**config.mk**
```make
export PLATFORM = sky130hd
export DESIGN_NAME = s386_pattern_driver
export DESIGN_NICKNAME = d
export VERILOG_FILES = /design/src/rtl/s386_pattern_driver.sv
export SDC_FILE = /design/constraint.sdc
export NUM_CORES = 1
export LEC_CHECK = 0
export CORE_UTILIZATION = 51
export CTS_CLUSTER_DIAMETER = 40
export DETAILED_ROUTE_END_ITERATION = 8
export PLACE_DENSITY = 0.8
export SLEW_MARGIN = 20
export SYNTH_ARGS = -nofsm -noshare
export SYNTH_HDL_FRONTEND = slang
export SYNTH_SLANG_ARGS = --single-unit
```
**constraint.sdc**
```tcl
create_clock -name CK -period 2.5 [get_ports CK]
set_input_delay 0.25 -clock CK [delete_from_list [all_inputs] [get_ports CK]]
set_output_delay 0.25 -clock CK [all_outputs]
set_load 0.01 [all_outputs]
```
**src/rtl/s386_pattern_driver.sv**
```systemverilog
// s386_pattern_driver
// Stimulus and response end of the s386 controller self-test harness.
// A 7-bit LFSR feeds the netlist primary inputs and a 7-bit MISR compacts
// the netlist primary outputs. One start pulse runs a fixed number of
// patterns, then a short flush with zero inputs, then the driver parks in
// DONE with a pass flag.

module s386_pattern_driver #(
    parameter int unsigned NUM_PATTERNS = 256,    // 1..65535
    parameter logic [6:0]  LFSR_SEED    = 7'h01,  // 0 is replaced by 7'h01
    parameter logic [6:0]  MISR_SEED    = 7'h00,
    parameter int unsigned FLUSH_CYCLES = 2,      // 0..15
    parameter logic [6:0]  GOLDEN_SIG   = 7'h00
) (
    input  logic        CK,
    input  logic        RST,
    input  logic        start,
    output logic [6:0]  pi_out,
    input  logic [6:0]  dut_po,
    output logic        busy,
    output logic        done,
    output logic        pass,
    output logic [6:0]  signature,
    output logic [15:0] pattern_count
);

    // FSM encoding
    localparam logic [1:0] S_IDLE  = 2'd0;
    localparam logic [1:0] S_RUN   = 2'd1;
    localparam logic [1:0] S_FLUSH = 2'd2;
    localparam logic [1:0] S_DONE  = 2'd3;

    // An all-zero seed would lock the LFSR, so it is swapped for 7'h01.
    localparam logic [6:0]  SEED_EFF   = (LFSR_SEED == 7'h00) ? 7'h01 : LFSR_SEED;
    localparam logic [15:0] LAST_PAT   = 16'(NUM_PATTERNS - 1);
    localparam logic [3:0]  LAST_FLUSH = 4'(FLUSH_CYCLES - 1);
    localparam bit          HAS_FLUSH  = (FLUSH_CYCLES != 0);

    logic [1:0]  state_q, state_d;
    logic [6:0]  lfsr_q,  lfsr_d;    // next value to be presented on pi_out
    logic [6:0]  misr_q,  misr_d;
    logic [6:0]  pi_q,    pi_d;
    logic [15:0] cnt_q,   cnt_d;
    logic [3:0]  fcnt_q,  fcnt_d;
    logic        pass_q,  pass_d;

    logic [6:0]  misr_comp;          // MISR value after one compaction step
    logic        last_pat;
    logic        last_flush;

    // x^7 + x^6 + 1 Fibonacci step, shared by LFSR and MISR feedback
    function automatic logic [6:0] step7(input logic [6:0] x);
        return {x[5:0], x[6] ^ x[5]};
    endfunction

    // One compaction step; dut_po is the netlist response to the pi_out
    // currently being presented.
    always_comb begin
        misr_comp  = step7(misr_q) ^ dut_po;
        last_pat   = (cnt_q == LAST_PAT);
        last_flush = (fcnt_q == LAST_FLUSH);
    end

    // Next-state logic for the run sequencer and its datapath
    always_comb begin
        state_d = state_q;
        lfsr_d  = lfsr_q;
        misr_d  = misr_q;
        pi_d    = pi_q;
        cnt_d   = cnt_q;
        fcnt_d  = fcnt_q;
        pass_d  = pass_q;

        case (state_q)
            S_IDLE, S_DONE: begin
                // MISR and counters frozen; pi_out already 0 here.
                if (start) begin
                    state_d = S_RUN;
                    pi_d    = SEED_EFF;
                    lfsr_d  = step7(SEED_EFF);
                    misr_d  = MISR_SEED;
                    cnt_d   = 16'd0;
                    fcnt_d  = 4'd0;
                    pass_d  = 1'b0;
                end
            end

            S_RUN: begin
                misr_d = misr_comp;
                cnt_d  = cnt_q + 16'd1;
                lfsr_d = step7(lfsr_q);
                if (last_pat) begin
                    pi_d = 7'h00;
                    if (HAS_FLUSH) begin
                        state_d = S_FLUSH;
                        fcnt_d  = 4'd0;
                    end else begin
                        state_d = S_DONE;
                        pass_d  = (misr_comp == GOLDEN_SIG);
                    end
                end else begin
                    pi_d = lfsr_q;
                end
            end

            S_FLUSH: begin
                // Inputs held at zero while late responses drain into the MISR.
                misr_d = misr_comp;
                pi_d   = 7'h00;
                fcnt_d = fcnt_q + 4'd1;
                if (last_flush) begin
                    state_d = S_DONE;
                    pass_d  = (misr_comp == GOLDEN_SIG);
                end
            end

            default: begin
                state_d = S_IDLE;
                pi_d    = 7'h00;
            end
        endcase
    end

    // State registers; RST wins over every other input
    always_ff @(posedge CK) begin
        if (RST) begin
            state_q <= S_IDLE;
            lfsr_q  <= SEED_EFF;
            misr_q  <= MISR_SEED;
            pi_q    <= 7'h00;
            cnt_q   <= 16'd0;
            fcnt_q  <= 4'd0;
            pass_q  <= 1'b0;
        end else begin
            state_q <= state_d;
            lfsr_q  <= lfsr_d;
            misr_q  <= misr_d;
            pi_q    <= pi_d;
            cnt_q   <= cnt_d;
            fcnt_q  <= fcnt_d;
            pass_q  <= pass_d;
        end
    end

    // Output decode
    always_comb begin
        pi_out        = pi_q;
        busy          = (state_q == S_RUN) || (state_q == S_FLUSH);
        done          = (state_q == S_DONE);
        pass          = pass_q;
        signature     = misr_q;
        pattern_count = cnt_q;
    end

endmodule
```
==> summary.md <==
| Metric | Value |
|---|---|
| Transition time of the tightest slew-check pin | 0.572 ns |
| Met1 usage | 31.5% |
| Fmax | 0.423 GHz |
| Initial antenna violation count | 0 |
| Skew final | 0.00561 ns |
| M2 GR Usage | 33.0% |
| Status | complete, no violations |
| Setup violators final | 0 |
| Die area | 4350 um^2 |
| Clk buf depth | 2 |
| PnR Total Power | 2.29 mW |
| Detailed Route Iter0 Violations | 102 |
| Crit path time final | 2.36 ns |
| Max-cap viol count | 0 |
| H-tree depth | 2 |
| Setup Crit Path Kind | flop to output pin |
| Max-slew violation count | 0 |
| Routability congestion estimate | 0.838 |
| Combinational power share | 40.7% |
| FFs w/ async S/R, synth | 0% |
| Fill cells | 291 |
| Sequential cell area | 881 um^2 |
| EDFF count, synth | 0 |
| Port buffer count | 42 |
| Worst-Skew Late Latency | 0.29 ns |
| Yosys cell types | 49 |
| DRC | 0 |
| First-pass GRT wire length | 7380 um |
| Cell Area, Synth | 2090 um^2 |
| P_leak | 0.940 nW |
| Via count | 1778 |
| Fin. Hold Viols | 0 |
| Hold WC Path Type | flop to flop |
| Yosys warns | 0 |
| Synth Area per Inst | 9.20 um^2 |
| Hold wc startpoint | pi_out[0] |
| Total congestion overflow | 0 |
| Fin nets | 286 |
| Via/cell ratio | 5.59 |
| Global routing's busiest layer | met2 |
| Cells after synthesis | 227 |
| Share of post-route cells with drive strength above 1 | 7.41% |
| Die Y-Extent | 66.0 um |
| Layout area overhead | 26.5% |
| Num Clock Sinks | 44 |
| CTS buffer count | 5 |
| DIE WIDTH | 66.0 um |
| Clock Power Share | 20.1% |
| Main flop type after synthesis | dfxtp_1 |
| Worst Setup SP | state_q[0] |
| Vias in the first global route | 1601 |
| Routed wire per std cell | 14.3 um |
| WP data arrival | 2.11 ns |
| Critical path fanouts, max | 15 |
| Slew Limit Headroom | 61.5% |
| Setup Total Neg Slack | 0 ns |
| Resize count post-CTS | 0 |
| Sequential area share after synthesis | 42.2% |
| NetSw | 870 uW |
| # diodes | 0 |
| Multi-input combinational cell area | 1120 um^2 |
| Postcts setup bufs | 0 |
| Seq pwr share | 39.2% |
| WL final | 4540 um |
| Net Count, Synth | 244 |
| Worst reg2reg startpoint | state_q[0] |
| P_int | 1.42 mW |
| Worst slack, placed | 0.343 ns |
| FP Rows | 22 |
| Antenna viol nets, final | 0 |
| Worst path required time | 2.25 ns |
| Clk slew on worst S/H paths | 0.08 ns |
| Met3 Use GR | 4.31% |
| Setup crit start kind | flop |
| Power density over the cells | 866 nW/um^2 |
| Detailed placement HPWL | 3100 um |
| CTS tree | yes |
| CP endpoint kind | output pin |
| Final critical-path share of the clock period | 94.6% |
| PnR worst setup slack | 0.136 ns |
| Largest net degree at the start of global routing | 30 |
| Clock root buffer | clkbuf_8 |
| Drt pass-1 iters | 4 |
| RSZ-0062 raised after global routing | no |
| GRT Total Usage | 21.9% |
| Top Ports | 43 |
| VDD IR max | 0.537 mV |
| Core area | 3800 um^2 |
| Initial Util | 55.0% |
| Hold buffers post-CTS | 0 |
| Net Sw Frac | 38.0% |
| Number of synthesized register bits | 44 |
[power groups by stage]
| stage | Combinational (mW) | Sequential [mW] | Clock [mW] |
|---|---|---|---|
| 5_1_grt | 1.02 | 0.910 | 0.494 |
| 3_5_place_dp | 0.929 | 0.908 | 0 |
| 6_report | 0.931 | 0.896 | 0.461 |
| 3_3_place_gp | 0.908 | 0.910 | 0 |
| 2_1_floorplan | 0.604 | 0.919 | 0 |
| 4_1_cts | 0.931 | 0.895 | 0.466 |
[layout make-up]
cell class / count / share of cell area [%]
multi-input cells: 163 / 42.5
flip-flops and latches: 44 / 33.3
repair buffers: 46 / 17.1
clock buffers: 7 / 3.27
well taps: 48 / 2.27
inverters: 9 / 1.28
clock inverters: 1 / 0.284
[critical path: stages, from the launching register on]
cell and delay (ns):
dfxtp_1 0.39, inv_1 0.09, ha_1 0.47, inv_2 0.29, clkdlybuf4s50_1 0.59
[cell usage after synthesis, drive strengths merged (7+ instances only)]
library cell | count | area [um^2]
or3 | 7 | 48.8
buf | 8 | 40.0
xor2 | 14 | 123
nand2 | 11 | 41.3
inv | 9 | 33.8
dfxtp | 44 | 881
a21oi | 18 | 90.1
nor2 | 26 | 97.6
o21ai | 9 | 45.0
ha | 7 | 87.6
[cell families after synthesis]
| kind of cell | after synthesis | synth area share (%) |
|---|---|---|
| xor+xnor | 16 | 6.71 |
| fa+ha+maj | 7 | 4.19 |
| buf+inv | 20 | 4.07 |
| flops | 44 | 42.2 |
| compound gates | 54 | 18.4 |
| simple gates | 85 | 23.7 |
| mux | 1 | 0.719 |
[placed cells by master, fill, tap and decap left out, drive strengths merged, types with 7 or more instances in the layout]
cell type      synthesis  final
nand2                 11     11
inv                    9      9
clkbuf                 3      7
xor2                  14     14
clkdlybuf4s50          0     42
o21ai                  9      9
nor2                  26     26
or3                    7      7
dfxtp                 44     44
ha                     7      7
a21oi                 18     18
[metal layers]
metal  share of wire [%]  wire length, um
met1                  50             2260
met2                  45             2040
met3                 4.5              206
met4                0.66               30
met5                   0                0
[flip-flops by register name, indices dropped and copies added, names as in the netlist]
name,flops
fcnt_q,4
pass,1
signature,7
pi_out,7
pattern_count,16
lfsr_q,7
state_q,2
[worst paths after layout]
path / endpoint / cells after the start / slack (ns)
min: pi_out[0] / 2 / 0.48
max: busy / 4 / 0.14
min reg2reg: pi_out[0] / 2 / 0.48
max reg2reg: pattern_count[12] / 6 / 0.32
[through the flow]
stage	util, %	area, um^2	hold WS (ns)	cells
after floorplan	-	2090	0.423	227
after global placement	67.1	2550	0.453	310
after detailed placement	67.1	2550	0.470	310
after CTS	69.5	2640	0.487	318
after global routing	69.5	2640	0.513	318
final	69.5	2640	0.480	318
Note: power is estimated with default switching activity, not from simulation.
